--- config.mk ---
export PLATFORM = sky130hd
export DESIGN_NAME = synaptic_processing_unit_n_flat
export DESIGN_NICKNAME = d
export VERILOG_FILES = /design/src/rtl/synaptic_processing_unit_n_if.sv /design/src/rtl/synaptic_processing_unit_n.sv /design/src/flat_wrapper.sv
export SDC_FILE = /design/constraint.sdc
export NUM_CORES = 1
export LEC_CHECK = 0
export ABC_AREA = 1
export CORE_MARGIN = 1.5
export CORE_UTILIZATION = 38
export DETAILED_ROUTE_END_ITERATION = 8
export DONT_BUFFER_PORTS = 1
export GPL_TIMING_DRIVEN = 0
export PLACE_DENSITY = 0.59
export RECOVER_POWER = 50
export SYNTH_ARGS = -nofsm -noshare
export SYNTH_HDL_FRONTEND = slang
export SYNTH_SLANG_ARGS = --single-unit
--- constraint.sdc ---
create_clock -name clk -period 2.8 [get_ports clk]
set_clock_uncertainty 0.15 [all_clocks]
set_input_delay 0.56 -clock clk [delete_from_list [all_inputs] [get_ports clk]]
set_output_delay 0.56 -clock clk [all_outputs]
set_load 0.005 [all_outputs]
--- src/rtl/synaptic_processing_unit_n_if.sv ---
// ---------------------------------------------------------------------------
// synaptic_processing_unit_n_if
// Bundles the spike-FIFO, memory-read, memory-write and status signals of the
// synaptic processing unit.
//   master : the processing unit's view (drives strobes, addresses, data out)
//   slave  : the environment's view (FIFO, weight/i_next memories)
// Optional macro SPU_SAT_EN adds the sticky sat_flag status signal.
// Parameters: DATA_W (weight/i_next width), SRC_W (source tag width),
//             DST_W (destination tag width).
// ---------------------------------------------------------------------------
interface synaptic_processing_unit_n_if #(
    parameter int DATA_W = 17,
    parameter int SRC_W  = 4,
    parameter int DST_W  = 2
);
    logic              fifo_empty;
    logic [SRC_W-1:0]  src_tag_in;
    logic              req_deq;
    logic              rd_req;
    logic [SRC_W-1:0]  rd_src;
    logic [DST_W-1:0]  rd_dst;
    logic [DATA_W-1:0] weight_in;
    logic [DATA_W-1:0] i_next_in;
    logic              req_write_i_next;
    logic              wr_stall;
    logic [DATA_W-1:0] i_next_out;
    logic [DST_W-1:0]  dst_tag_out;
    logic [SRC_W-1:0]  src_tag_out;
    logic              busy;
    logic [2:0]        state;
`ifdef SPU_SAT_EN
    logic              sat_flag;
`endif

    modport master (
        input  fifo_empty, src_tag_in, weight_in, i_next_in, wr_stall,
        output req_deq, rd_req, rd_src, rd_dst, req_write_i_next,
        output i_next_out, dst_tag_out, src_tag_out, busy, state
`ifdef SPU_SAT_EN
        , output sat_flag
`endif
    );

    modport slave (
        output fifo_empty, src_tag_in, weight_in, i_next_in, wr_stall,
        input  req_deq, rd_req, rd_src, rd_dst, req_write_i_next,
        input  i_next_out, dst_tag_out, src_tag_out, busy, state
`ifdef SPU_SAT_EN
        , input sat_flag
`endif
    );
endinterface

--- src/rtl/synaptic_processing_unit_n.sv ---
// ---------------------------------------------------------------------------
// synaptic_processing_unit_n
// Pops spike events (source tags) from the spike FIFO and, for each one,
// walks N_DST destinations: read weight and i_next, add them, write the sum
// back as i_next. Sits between the spike FIFO and the weight/i_next memories.
//
// Ports:
//   clk         rising-edge clock
//   asyn_reset  asynchronous active-low reset
//   bus         synaptic_processing_unit_n_if.master:
//                 FIFO side    fifo_empty, src_tag_in, req_deq
//                 read side    rd_req, rd_src, rd_dst, weight_in, i_next_in
//                 write side   req_write_i_next, wr_stall, i_next_out,
//                              dst_tag_out
//                 status       src_tag_out, busy, state[, sat_flag]
//
// Optional macro SPU_SAT_EN: saturating add plus sticky sat_flag output;
// when undefined the sum wraps modulo 2^DATA_W and sat_flag does not exist.
//
// All outputs are registered; strobes are computed from the next state so
// they are high exactly while the FSM sits in the matching state.
// ---------------------------------------------------------------------------
module synaptic_processing_unit_n #(
    parameter int DATA_W = 17,
    parameter int SRC_W  = 4,
    parameter int N_DST  = 4,
    parameter int DST_W  = 2
) (
    input  logic clk,
    input  logic asyn_reset,
    synaptic_processing_unit_n_if.master bus
);

    typedef enum logic [2:0] {
        ST_IDLE  = 3'd0,
        ST_DEQ   = 3'd1,
        ST_FETCH = 3'd2,
        ST_ADD   = 3'd3,
        ST_WRITE = 3'd4
    } state_t;

    localparam logic [DST_W-1:0] DST_LAST = DST_W'(N_DST - 1);
    localparam logic [DST_W-1:0] DST_ONE  = DST_W'(1);

    // Sign-extend both operands so the DATA_W+1 result never overflows.
    function automatic logic [DATA_W:0] wide_add(input logic [DATA_W-1:0] a,
                                                 input logic [DATA_W-1:0] b);
        return {a[DATA_W-1], a} + {b[DATA_W-1], b};
    endfunction

`ifdef SPU_SAT_EN
    localparam logic [DATA_W-1:0] SAT_MAX = {1'b0, {(DATA_W-1){1'b1}}};
    localparam logic [DATA_W-1:0] SAT_MIN = {1'b1, {(DATA_W-1){1'b0}}};

    // The two top bits of the wide sum disagree exactly when it is out of range.
    function automatic logic sum_ovf(input logic [DATA_W:0] s);
        return s[DATA_W] ^ s[DATA_W-1];
    endfunction

    // Clamp toward the sign of the true (wide) result.
    function automatic logic [DATA_W-1:0] reduce_sum(input logic [DATA_W:0] s);
        if (sum_ovf(s)) begin
            return s[DATA_W] ? SAT_MIN : SAT_MAX;
        end else begin
            return s[DATA_W-1:0];
        end
    endfunction
`else
    // Modulo wrap: keep the low DATA_W bits.
    function automatic logic [DATA_W-1:0] reduce_sum(input logic [DATA_W:0] s);
        return s[DATA_W-1:0];
    endfunction
`endif

    state_t            state_r;
    state_t            state_n;
    logic [SRC_W-1:0]  src_r;
    logic [DST_W-1:0]  dst_r;
    logic [DATA_W-1:0] sum_r;
    logic              req_deq_r;
    logic              rd_req_r;
    logic              req_write_r;
    logic              busy_r;
`ifdef SPU_SAT_EN
    logic              sat_r;
`endif

    // Next-state logic; fifo_empty only matters in IDLE and at the final WRITE.
    always_comb begin
        state_n = state_r;
        case (state_r)
            ST_IDLE: begin
                if (!bus.fifo_empty) begin
                    state_n = ST_DEQ;
                end else begin
                    state_n = ST_IDLE;
                end
            end
            ST_DEQ:   state_n = ST_FETCH;
            ST_FETCH: state_n = ST_ADD;
            ST_ADD:   state_n = ST_WRITE;
            ST_WRITE: begin
                if (bus.wr_stall) begin
                    state_n = ST_WRITE;
                end else if (dst_r != DST_LAST) begin
                    state_n = ST_FETCH;
                end else if (!bus.fifo_empty) begin
                    state_n = ST_DEQ;
                end else begin
                    state_n = ST_IDLE;
                end
            end
            default: state_n = ST_IDLE;
        endcase
    end

    // State, datapath registers and registered strobes.
    always_ff @(posedge clk or negedge asyn_reset) begin
        if (!asyn_reset) begin
            state_r     <= ST_IDLE;
            src_r       <= {SRC_W{1'b0}};
            dst_r       <= {DST_W{1'b0}};
            sum_r       <= {DATA_W{1'b0}};
            req_deq_r   <= 1'b0;
            rd_req_r    <= 1'b0;
            req_write_r <= 1'b0;
            busy_r      <= 1'b0;
`ifdef SPU_SAT_EN
            sat_r       <= 1'b0;
`endif
        end else begin
            state_r     <= state_n;
            req_deq_r   <= (state_n == ST_DEQ);
            rd_req_r    <= (state_n == ST_FETCH);
            req_write_r <= (state_n == ST_WRITE);
            busy_r      <= (state_n != ST_IDLE);
            case (state_r)
                ST_DEQ: begin
                    src_r <= bus.src_tag_in;
                    dst_r <= {DST_W{1'b0}};
                end
                ST_ADD: begin
                    sum_r <= reduce_sum(wide_add(bus.weight_in, bus.i_next_in));
`ifdef SPU_SAT_EN
                    if (sum_ovf(wide_add(bus.weight_in, bus.i_next_in))) begin
                        sat_r <= 1'b1;
                    end else begin
                        sat_r <= sat_r;
                    end
`endif
                end
                ST_WRITE: begin
                    // Counter only advances once the write is accepted and
                    // more destinations remain; with N_DST=1 it stays at 0.
                    if (!bus.wr_stall && (dst_r != DST_LAST)) begin
                        dst_r <= dst_r + DST_ONE;
                    end else begin
                        dst_r <= dst_r;
                    end
                end
                default: begin
                end
            endcase
        end
    end

    assign bus.req_deq          = req_deq_r;
    assign bus.rd_req           = rd_req_r;
    assign bus.rd_src           = src_r;
    assign bus.rd_dst           = dst_r;
    assign bus.req_write_i_next = req_write_r;
    assign bus.i_next_out       = sum_r;
    assign bus.dst_tag_out      = dst_r;
    assign bus.src_tag_out      = src_r;
    assign bus.busy             = busy_r;
    assign bus.state            = state_r;
`ifdef SPU_SAT_EN
    assign bus.sat_flag         = sat_r;
`endif

endmodule

--- src/flat_wrapper.sv ---
// flat-port wrapper written by rule: the top's interface ports become plain ports
module synaptic_processing_unit_n_flat 
#(
    parameter int DATA_W = 17,
    parameter int SRC_W  = 4,
    parameter int N_DST  = 4,
    parameter int DST_W  = 2
)
  (clk, asyn_reset, bus_fifo_empty, bus_src_tag_in, bus_weight_in, bus_i_next_in, bus_wr_stall, bus_req_deq, bus_rd_req, bus_rd_src, bus_rd_dst, bus_req_write_i_next, bus_i_next_out, bus_dst_tag_out, bus_src_tag_out, bus_busy, bus_state);
  synaptic_processing_unit_n_if #(.DATA_W(DATA_W), .SRC_W(SRC_W), .DST_W(DST_W)) bus_i ();
  input  logic clk;
  input  logic asyn_reset;
  input wire logic [$bits(bus_i.fifo_empty)-1:0] bus_fifo_empty;
  input wire logic [$bits(bus_i.src_tag_in)-1:0] bus_src_tag_in;
  input wire logic [$bits(bus_i.weight_in)-1:0] bus_weight_in;
  input wire logic [$bits(bus_i.i_next_in)-1:0] bus_i_next_in;
  input wire logic [$bits(bus_i.wr_stall)-1:0] bus_wr_stall;
  output wire logic [$bits(bus_i.req_deq)-1:0] bus_req_deq;
  output wire logic [$bits(bus_i.rd_req)-1:0] bus_rd_req;
  output wire logic [$bits(bus_i.rd_src)-1:0] bus_rd_src;
  output wire logic [$bits(bus_i.rd_dst)-1:0] bus_rd_dst;
  output wire logic [$bits(bus_i.req_write_i_next)-1:0] bus_req_write_i_next;
  output wire logic [$bits(bus_i.i_next_out)-1:0] bus_i_next_out;
  output wire logic [$bits(bus_i.dst_tag_out)-1:0] bus_dst_tag_out;
  output wire logic [$bits(bus_i.src_tag_out)-1:0] bus_src_tag_out;
  output wire logic [$bits(bus_i.busy)-1:0] bus_busy;
  output wire logic [$bits(bus_i.state)-1:0] bus_state;
  assign bus_i.fifo_empty = bus_fifo_empty;
  assign bus_i.src_tag_in = bus_src_tag_in;
  assign bus_i.weight_in = bus_weight_in;
  assign bus_i.i_next_in = bus_i_next_in;
  assign bus_i.wr_stall = bus_wr_stall;
  assign bus_req_deq = bus_i.req_deq;
  assign bus_rd_req = bus_i.rd_req;
  assign bus_rd_src = bus_i.rd_src;
  assign bus_rd_dst = bus_i.rd_dst;
  assign bus_req_write_i_next = bus_i.req_write_i_next;
  assign bus_i_next_out = bus_i.i_next_out;
  assign bus_dst_tag_out = bus_i.dst_tag_out;
  assign bus_src_tag_out = bus_i.src_tag_out;
  assign bus_busy = bus_i.busy;
  assign bus_state = bus_i.state;
  synaptic_processing_unit_n #(.DATA_W(DATA_W), .SRC_W(SRC_W), .N_DST(N_DST), .DST_W(DST_W)) u_core (.clk(clk), .asyn_reset(asyn_reset), .bus(bus_i));
endmodule
Word-level counts from Yosys, hierarchy flattened
Cells that the tools add are included.
Storage, ports and cells
  memories kept: 0
  register bits after elaboration: 30
  memory bits (writable): 0
  input port bits: 42
  word-level logic and storage cells: 31
  output and inout port bits: 36
  bits in read-only memories: 0
  bits in latches: 0
Operators by class
  shift-type cells: 0
  reduce and logical (&&, ||, !) cells: 6
  equality and inequality tests: 9
  bitwise operators: 0
  mux-type cells: 6
  $lt $le $gt $ge: 0
  divide/modulo/power cells: 0
  multiply operators: 0
  add/subtract/negate cells: 2
Operator list (count)
  17-bit adder: 1
  3-bit case mux with 5 select lines: 1
  3-bit by 2-bit equality test with 1-bit output, second input constant: 3
  3-bit by 1-bit equality test with 1-bit output, second input constant: 2
  3-bit equality test, second input constant: 2
  3-bit two-way mux: 2
  2-bit case mux with 2 select lines: 1
  3-bit logical NOT: 1
  3-bit nonzero test: 1
  2-bit by 1-bit adder with 2-bit output, second input constant: 1
  2-bit two-way mux: 1
  2-bit by 1-bit != test with 1-bit output, second input constant: 1
  2-bit != test, second input constant: 1
  2-bit AND reduction: 1
  2-bit nonzero test: 1
  1-bit logical AND: 1
  1-bit logical NOT: 1
  1-bit two-way mux: 1

Depth between registers and ports, before layout
Gate-level depths: netlist of the first run.
  word-level depth: 5
  mapped depth: 11
  depth with buffers taken out: 11

Least setup slack after synthesis of the first run
OpenSTA, ideal clock, no wires.
  path kind: input to register
  start: in bus_i_next_in[0]
  end: reg u_core.sum_r[6] (netlist: u_core.bus.i_next_out[6])
  setup slack: 0.797 ns
  stages on the path: 9
  setup time: 0.117 ns
  buffers on the path: 0
  arrival: 1.735 ns
  required time: 2.533 ns
  cells stage by stage: ha_1 fa_1 nand2_1 nand2_1 nand3b_1 nand2_2 or2_0 nand3_1 nand2_1
On the way
  word-level cells in the longest chain between the ends: 1
Ends and longest elaborated chain
  from (decl): RTL line flat_wrapper.sv:16  | input wire logic [$bits(bus_i.i_next_in)-1:0] bus_i_next_in;
  17-bit adder: RTL line synaptic_processing_unit_n.sv:48  | return {a[DATA_W-1], a} + {b[DATA_W-1], b};
  to (signal assigned): RTL line synaptic_processing_unit_n.sv:123  | sum_r <= {DATA_W{1'b0}};
  to (signal assigned): RTL line synaptic_processing_unit_n.sv:143  | sum_r <= reduce_sum(wide_add(bus.weight_in, bus.i_next_in));
  to (decl): RTL line synaptic_processing_unit_n.sv:79  | logic [DATA_W-1:0] sum_r;
No other way between the ends.
A chain may end at the register's enable or synchronous reset.

Worst setup path after layout of the first run
  start: in bus_i_next_in[0]
  end: reg u_core.sum_r[16] (netlist: u_core.bus.i_next_out[16])
Same word-level chain as after synthesis.

==> flow_metrics.env, run 1 <==
export IMPL_status="finished clean"
export IMPL_cts_repair_resized=0
export IMPL_cp_slowest_cell="fa_1"
export IMPL_min_path_type="input port to register"
export IMPL_avgSynthCellArea_um2=7.07
export IMPL_wire_per_inst_um=12.1
export IMPL_final_cell_mix="nand2_1, inv_1, dfrtp_1, nand3_1, ha_1"
export IMPL_post_cts_buffers=0
export IMPL_hpwl_um=3780
export IMPL_cts_tree="built"
export IMPL_final_common_cell="nand2_1"
export IMPL_hold_violations=0
export IMPL_grt_pass1_wl_um=7540
export IMPL_grt_pass1_vias=1654
export IMPL_drive_gt1_share_pct=12.8
export IMPL_grt_start_max_net_pins=31
export IMPL_cts_htree_levels=2
export IMPL_grt_use_total_pct=15.4
export IMPL_clk_path_buf_depth=2
export IMPL_cts_buffers=5
export IMPL_yosysTopAreaCellShare_pct=34.0
export IMPL_cp_num_buf_inv=0
export IMPL_ys_ff_latch=30
export IMPL_grt_overflow=0
export IMPL_peakVddDrop_v=0.000450
export IMPL_routed_top_layer="met4"
export IMPL_die_width_um=79.2
export IMPL_critical_path_arrival_ps=1880
export IMPL_portBuffers=0
export IMPL_via_count=1859
export IMPL_yosys_warnings=0
export IMPL_power_mw=1.84
export IMPL_clk_pin_slew_ps=60
export IMPL_p_per_area_mw_per_mm2=767
export IMPL_grt_antenna_before_repair=0
export IMPL_hold_buffers=2
export IMPL_cts_root_buf="clkbuf_8"
export IMPL_first_pass_iters=4
export IMPL_die_area_mm2=0.00627
export IMPL_worst_slew_pin_slew_ps=493
export IMPL_gp_congestion=0.798
export IMPL_postRouteAntennaNets=0
export IMPL_fin_crit_sh_pct=66.4
export IMPL_drc_errors=0
export IMPL_crit_family="simple AND/OR/NAND/NOR gates"
export IMPL_netlist_instances=312
export IMPL_die_h_um=79.2
export IMPL_core_area_mm2=0.00554
export IMPL_p_leak_nw=1.38
export IMPL_initial_core_util_pct=39.8
export IMPL_worst_skew_pair_late_latency_ps=280
export IMPL_placed_cell_area_mm2=0.00230
export IMPL_timing_final_max_slew_violations=0
export IMPL_drt_iter0_drc=74
export IMPL_n_antenna_cell=0
export IMPL_io_pin_count=78
export IMPL_max_slew_margin_pct=67.1
export IMPL_final_nets=381
export IMPL_synth_area_top_cells="dfrtp_1, nand2_1, ha_1, inv_1, nand3_1"
export IMPL_setup_viol=0
export IMPL_wl_met3_um=444
export IMPL_yosys_area_top_type="dfrtp_1"
export IMPL_layout_min_cycle_time_ps=1860
export IMPL_fin_util_pct=43.4
export IMPL_wl_met2_um=2140
export IMPL_design_area_mm2=0.00240
export IMPL_path_max_fanout=4
export IMPL_crit_required_ps=2820
export IMPL_drv_cap=0
export IMPL_wl_met1_um=2130
export IMPL_max_freq_mhz=538
export IMPL_synth_fp_nets=372
export IMPL_rsz0062_at_grt="no"
export IMPL_rows=27
export IMPL_via_per_inst=4.73
export IMPL_fillCellCount=589
export IMPL_worstSetupPathType="input port to register"
export IMPL_tns_ps=0
export IMPL_yosysSeqAreaShare_pct=34.0
export IMPL_critPathMostFrequentCell="nand2_1"
export IMPL_cp_start_kind="input port"
export IMPL_synth_distinct_cells=29
export IMPL_worstPathCellList="ha_1 > fa_1 > nand2_1 > nand2_1 > nand3_1 > nand2_2 > nand2_1 > nand3_1 > nand3_1 > nand2_1"
export IMPL_critical_path_max_stage_delay_ps=410
export IMPL_netlist_area_mm2=0.00221
export IMPL_synthToLayoutAreaGrowth_pct=8.91
export IMPL_crit_path_end_kind="register"
export IMPL_cts_sink_count=30
export IMPL_wirelength_um=4750
[final cells by class]
type | instances | area [µm²] | area share, %
multi-input combinational | 223 | 1210 | 50.2
sequential | 30 | 751 | 31.3
inverter | 50 | 188 | 7.81
tap | 72 | 90.1 | 3.75
clock buffer | 7 | 76.3 | 3.18
buffer | 9 | 61.3 | 2.55
timing repair buffer | 2 | 30.0 | 1.25
[metal layers]
metal | up-vias | GRT usage (%)
met5 | - | 0
met3 | 5 | 5.63
met4 | 0 | 3.68
met2 | 58 | 25.6
li1 | 972 | -
met1 | 824 | 19.0
[registers in the layout, indices dropped and copies added (netlist names)]
signal and cells:
u_core.bus.busy 1, u_core.bus.dst_tag_out 2, u_core.bus.i_next_out 17, u_core.bus.rd_req 1
u_core.bus.rd_src 4, u_core.bus.req_deq 1, u_core.bus.req_write_i_next 1, u_core.bus.state 3
[power breakdown]
part,internal [mW],switching (mW)
sequential,0.645,0.185
combinational,0.289,0.404
clock,0.171,0.149
total,1.11,0.737
[kinds of logic after synthesis]
family | Yosys count | share of synthesized area [%]
muxes | 4 | 2.04
and+or+nand+nor | 181 | 37.0
adders and majority gates | 18 | 10.6
buffers and inverters | 59 | 11.3
DFF | 30 | 34.0
xor gates and xnor gates | 3 | 1.19
AOI/OAI and AO/OA | 17 | 3.86
[cell usage after synthesis, drive strengths merged]
cell	instances
and2	2
nand2	129
nand4	1
a21oi	11
nor2	14
xnor2	3
nor3	6
nand3b	4
clkbuf	1
ha	17
inv	50
nand3	21
fa	1
buf	8
or2	4
mux2	4
o21ai	6
dfrtp	30
[worst register-to-register path: cells and delay by family, from the launching register on]
kind                   cells  cell delay (ps)
AOI/OAI and AO/OA          1               80
buffers and inverters      2              220
and+or+nand+nor            3              540
DFF                        1              410
[path summary, 6_finish.rpt]
path	from	endpoint	slack (ps)	depth (start not counted)
hold reg to reg	u_core.bus.i_next_out[1]	u_core.bus.i_next_out[1]	360	2
hold / removal	bus_fifo_empty	u_core.bus.req_deq	230	1
setup / recovery	bus_i_next_in[0]	u_core.bus.i_next_out[16]	940	10
max in group asynchronous	asyn_reset	u_core.bus.busy	1760	2
min in group asynchronous	asyn_reset	u_core.bus.i_next_out[4]	580	2
setup reg to reg	u_core.bus.state[2]	u_core.bus.dst_tag_out[0]	1260	6
[per-stage QoR]
stage | setup slack (ps) | std cells | hold WS [ps]
final | 941 | 393 | 228
after global routing | 809 | 393 | 211
after CTS | 938 | 393 | 217
after detailed placement | 629 | 384 | 115
after global placement | 686 | 384 | 115
after floorplan | 797 | 312 | 114
No activity file was read; power rests on OpenSTA's default activity.
==> run 2, diff against run 1 <==
--- a/config.mk
+++ b/config.mk
@@ -11,7 +11,7 @@
 export DETAILED_ROUTE_END_ITERATION = 8
 export DONT_BUFFER_PORTS = 1
 export GPL_TIMING_DRIVEN = 0
-export PLACE_DENSITY = 0.59
+export PLACE_DENSITY = 0.61
 export RECOVER_POWER = 50
 export SYNTH_ARGS = -nofsm -noshare
 export SYNTH_HDL_FRONTEND = slang
==> constraint.sdc (replaced) <==
create_clock -name clk -period 1.6 [get_ports clk]
set_clock_uncertainty 0.15 [all_clocks]
set_input_delay 0.32 -clock clk [delete_from_list [all_inputs] [get_ports clk]]
set_output_delay 0.32 -clock clk [all_outputs]
set_load 0.005 [all_outputs]
==> flow_metrics.env, run 2 (synthesis gave the netlist of run 1 again) <==
export IMPL_dp_cells=384
export IMPL_grt_start_max_net_pins=31
export IMPL_drc_errors=0
export IMPL_fin_crit_sh_pct=93.2
export IMPL_cts_root_buf="clkbuf_8"
export IMPL_stdcell_count=395
export IMPL_post_cts_buffers=0
export IMPL_die_width_um=79.2
export IMPL_drv_cap=0
export IMPL_wirelength_um=4740
export IMPL_fin_util_pct=44.4
export IMPL_path_max_fanout=4
export IMPL_postRouteAntennaNets=0
export IMPL_layout_min_cycle_time_ps=1490
export IMPL_synthToLayoutAreaGrowth_pct=11.5
export IMPL_drive_gt1_share_pct=15.2
export IMPL_hpwl_um=3870
export IMPL_cts_htree_levels=2
export IMPL_hold_violations=0
export IMPL_setup_viol=0
export IMPL_status="finished clean"
export IMPL_worstSetupPathType="input port to register"
export IMPL_final_nets=382
export IMPL_largest_reg_flops=17
export IMPL_rows=27
export IMPL_cp_start_kind="input port"
export IMPL_reg2reg_from="u_core.bus.state[2]"
export IMPL_via_per_inst=4.75
export IMPL_crit_path_end_kind="register"
export IMPL_grt_antenna_before_repair=0
export IMPL_final_cell_mix="nand2_1, inv_1, dfrtp_1, nand3_1, ha_1"
export IMPL_grt_overflow=0
export IMPL_drt_iter0_drc=88
export IMPL_worst_slew_pin_slew_ps=725
export IMPL_n_antenna_cell=0
export IMPL_finalWorstSetupSlack_ps=109
export IMPL_clk_pin_slew_ps=60
export IMPL_first_pass_iters=4
export IMPL_critical_path_arrival_ps=1510
export IMPL_grt_use_total_pct=16.0
export IMPL_p_per_area_mw_per_mm2=1380
export IMPL_r2r_end="u_core.bus.i_next_out[15]"
export IMPL_reg2reg_slack_ps=140
export IMPL_core_area_mm2=0.00554
export IMPL_max_slew_margin_pct=51.6
export IMPL_initial_core_util_pct=39.8
export IMPL_max_freq_mhz=671
export IMPL_crit_required_ps=1620
export IMPL_io_pin_count=78
export IMPL_cts_buffers=5
export IMPL_peakVddDrop_v=0.000686
export IMPL_min_to="u_core.bus.rd_src[3]"
export IMPL_crit_start="bus_i_next_in[0]"
export IMPL_final_common_cell="nand2_1"
export IMPL_clk_path_buf_depth=2
export IMPL_worst_r2r_cell_count=6
export IMPL_worst_skew_pair_late_latency_ps=280
export IMPL_gp_congestion=0.777
export IMPL_die_area_mm2=0.00627
export IMPL_worstHoldPathCells=1
export IMPL_cts_tree="built"
export IMPL_design_area_mm2=0.00246
export IMPL_portBuffers=0
export IMPL_rsz0062_at_grt="no"
export IMPL_placed_cell_area_mm2=0.00231
export IMPL_cts_sink_count=30
export IMPL_hold_start="bus_src_tag_in[3]"
export IMPL_tns_ps=0
export IMPL_grt_pass1_wl_um=7870
export IMPL_die_h_um=79.2
export IMPL_p_leak_nw=1.40
export IMPL_dp_slack_ps=-195
export IMPL_timing_final_max_slew_violations=0
export IMPL_grt_pass1_vias=1851
export IMPL_via_count=1877
export IMPL_min_path_type="input port to register"
export IMPL_wire_per_inst_um=12.0
-- run 2: where the power goes --
| part | switching (mW) | internal [mW] | total [mW] | leakage, nW |
|---|---|---|---|---|
| registers | 0.339 | 1.13 | 1.47 | 0.369 |
| clock network | 0.269 | 0.433 | 0.703 | 0.0575 |
| logic | 0.709 | 0.519 | 1.23 | 0.969 |
| total | 1.32 | 2.08 | 3.40 | 1.40 |
-- run 2: layout make-up --
class	instances	area, µm²
flip-flops and latches	30	751
inverters	50	188
fillers	593	3080
repair buffers	3	25.0
multi-input cells	223	1230
plain buffers	9	62.6
well taps	72	90.1
clock buffers	8	110
-- run 2: worst max-delay path by stage --
stage                                end  cells after the start
4_1_cts                  u_core.bus.busy                      4
5_1_grt        u_core.bus.i_next_out[11]                     10
6_report        u_core.bus.i_next_out[6]                      9
3_3_place_gp    u_core.bus.i_next_out[6]                      9
2_1_floorplan   u_core.bus.i_next_out[6]                      9
3_5_place_dp    u_core.bus.i_next_out[6]                      9
-- run 2: routing by layer --
metal | track usage [%] | up-vias | share of wire [%]
met5 | 0 | - | 0
met4 | 6.32 | 0 | 1.9
met3 | 5.17 | 10 | 8.5
met2 | 26.8 | 56 | 47
met1 | 18.8 | 832 | 42
li1 | - | 979 | -
-- run 2: metrics by stage --
| stage | power, mW | hold WS [ps] |
|---|---|---|
| 4_1_cts | 3.43 | 33.7 |
| 2_1_floorplan | 2.36 | -126 |
| 5_1_grt | 3.73 | 31.8 |
| 3_3_place_gp | 2.64 | -125 |
| 6_report | 3.40 | 38.9 |
| 3_5_place_dp | 2.69 | -125 |
-- run 2: repair_timing --
action | in CTS | in global routing
hold buffers | 3 | 0
endpoints found under the hold margin | 31 | 0
resized for setup | 0 | 5
setup endpoints to repair | 0 | 14
-- run 2: worst max-delay path, cell delays in order --
cell	delay [ps]
ha_4	140
fa_2	360
nand2_1	70
nand2_1	80
nand3b_1	110
nand2_2	90
or2_0	200
nand3_1	80
nand2_1	60
==> run 3, diff against run 2 <==
--- a/config.mk
+++ b/config.mk
@@ -6,7 +6,6 @@
 export NUM_CORES = 1
 export LEC_CHECK = 0
 export ABC_AREA = 1
-export CORE_MARGIN = 1.5
 export CORE_UTILIZATION = 38
 export DETAILED_ROUTE_END_ITERATION = 8
 export DONT_BUFFER_PORTS = 1
==> flow_metrics.env, run 3 (synthesis gave the netlist of run 1 again) <==
export IMPL_fillCellCount=582
export IMPL_hold_violations=0
export IMPL_n_antenna_cell=0
export IMPL_wirelength_um=4770
export IMPL_drv_cap=0
export IMPL_cp_slowest_cell="dfrtp_1"
export IMPL_worstPathCellList="inv_1 > nand3_2 > inv_1 > buf_4 > nand3_1 > nand2_1"
export IMPL_via_per_inst=4.79
export IMPL_placed_cell_area_mm2=0.00231
export IMPL_rsz0062_at_grt="yes"
export IMPL_worst_slew_pin_slew_ps=730
export IMPL_die_h_um=78.2
export IMPL_seqPwrFrac_pct=44.9
export IMPL_power_mw=3.25
export IMPL_multi_input_area_mm2=0.00122
export IMPL_power_share_clock_pct=17.8
export IMPL_via_count=1881
export IMPL_max_freq_mhz=659
export IMPL_cts_sink_count=30
export IMPL_grt_pass1_wl_um=7950
export IMPL_power_switching_mw=1.29
export IMPL_pwr_share_comb_pct=37.3
export IMPL_portBuffers=0
export IMPL_postRouteAntennaNets=0
export IMPL_largest_reg_flops=17
export IMPL_wire_per_inst_um=12.1
export IMPL_peakVddDrop_v=0.000732
export IMPL_stdcell_count=393
export IMPL_rows=27
export IMPL_reg2reg_slack_ps=80
export IMPL_seqCellArea_um2=751
export IMPL_min_path_type="input port to register"
export IMPL_max_slew_margin_pct=51.3
export IMPL_design_area_mm2=0.00242
export IMPL_p_leak_nw=1.38
export IMPL_cts_root_buf="clkbuf_8"
export IMPL_grt_use_total_pct=16.6
export IMPL_setup_viol=0
export IMPL_grt_overflow=0
export IMPL_grt_antenna_before_repair=0
export IMPL_grt_pass1_vias=1837
export IMPL_fin_util_pct=43.7
export IMPL_final_nets=382
export IMPL_gp_congestion=0.805
export IMPL_drive_gt1_share_pct=14.0
export IMPL_dp_cells=384
export IMPL_io_pin_count=78
export IMPL_crit_path_end_kind="register"
export IMPL_timing_final_max_slew_violations=0
export IMPL_final_common_cell="nand2_1"
export IMPL_final_cell_mix="nand2_1, inv_1, dfrtp_1, nand3_1, ha_1"
export IMPL_worst_skew_pair_late_latency_ps=280
export IMPL_path_max_fanout=10
export IMPL_post_cts_buffers=0
export IMPL_cts_tree="built"
export IMPL_intPower_mw=1.97
export IMPL_p_per_area_mw_per_mm2=1340
export IMPL_die_width_um=78.2
export IMPL_cts_buffers=5
export IMPL_crit_required_ps=1660
export IMPL_critPathMostFrequentCell="inv_1"
export IMPL_clk_pin_slew_ps=60
export IMPL_synthToLayoutAreaGrowth_pct=9.70
export IMPL_grt_start_max_net_pins=31
export IMPL_critical_path_arrival_ps=1580
export IMPL_hpwl_um=3850
export IMPL_switching_share_pct=39.5
export IMPL_timing_hold_ws_ps=40.6
export IMPL_finalWorstSetupSlack_ps=83.3
export IMPL_worstSetupPathType="register to register"
export IMPL_cts_htree_levels=2
export IMPL_cp_start_kind="register"
export IMPL_critical_path_max_stage_delay_ps=410
export IMPL_core_area_mm2=0.00554
export IMPL_status="finished clean"
export IMPL_drc_errors=0
export IMPL_tns_ps=0
export IMPL_clk_path_buf_depth=2
export IMPL_drt_iter0_drc=103
export IMPL_dp_slack_ps=-173
export IMPL_fin_crit_sh_pct=94.8
export IMPL_layout_min_cycle_time_ps=1520
export IMPL_die_area_mm2=0.00611
export IMPL_initial_core_util_pct=39.8
export IMPL_first_pass_iters=4
-- run 3: cell types whose count changed in the layout (fill, tap and decap cells not counted), sizes merged --
cell,previous run,this run
clkbuf,10,8
-- run 3: final cells by class --
| class | instances | share of cell area (%) |
|---|---|---|
| Multi-Input combinational cell | 223 | 50.5 |
| Sequential cell | 30 | 31.0 |
| Inverter | 50 | 7.76 |
| Tap cell | 72 | 3.72 |
| Clock buffer | 6 | 3.41 |
| Buffer | 9 | 2.59 |
| Timing Repair Buffer | 3 | 1.03 |
-- run 3: layer usage --
metal / vias up / track usage, % / part of all wire (%)
li1: 972 / - / -
met1: 849 / 18.4 / 42
met3: 7 / 6.63 / 8.2
met4: 0 / 4.81 / 1.5
met5: - / 0 / 0
met2: 53 / 29.0 / 48
-- run 3: power groups by stage --
| stage | Combinational, mW | Sequential (mW) | Clock (mW) |
|---|---|---|---|
| after global placement | 1.17 | 1.47 | 0 |
| after detailed placement | 1.21 | 1.48 | 0 |
| after global routing | 1.43 | 1.51 | 0.635 |
| final | 1.21 | 1.46 | 0.580 |
| after floorplan | 0.988 | 1.37 | 0 |
| after CTS | 1.24 | 1.47 | 0.600 |
-- run 3: what timing repair did --
action | 4_1_cts | 5_1_grt
gates resized for setup | 0 | 2
hold buffers | 3 | 0
hold endpoints to repair | 31 | 0
setup endpoints to repair | 0 | 10
-- run 3: final timing paths --
check | start | endpoint | cells past startpoint
max | u_core.bus.state[2] | u_core.bus.i_next_out[15] | 6
min | bus_src_tag_in[0] | u_core.bus.rd_src[0] | 1
max reg2reg | u_core.bus.state[2] | u_core.bus.i_next_out[15] | 6
min reg2reg | u_core.bus.i_next_out[0] | u_core.bus.i_next_out[0] | 2
max in group asynchronous | asyn_reset | u_core.bus.i_next_out[16] | 2
min in group asynchronous | asyn_reset | u_core.bus.rd_req | 2
-- run 3: critical path, delay by kind of cell (launching register included) --
family	cells	cell delay [ps]
buffers and inverters	3	540
and+or+nand+nor	3	360
DFF	1	410
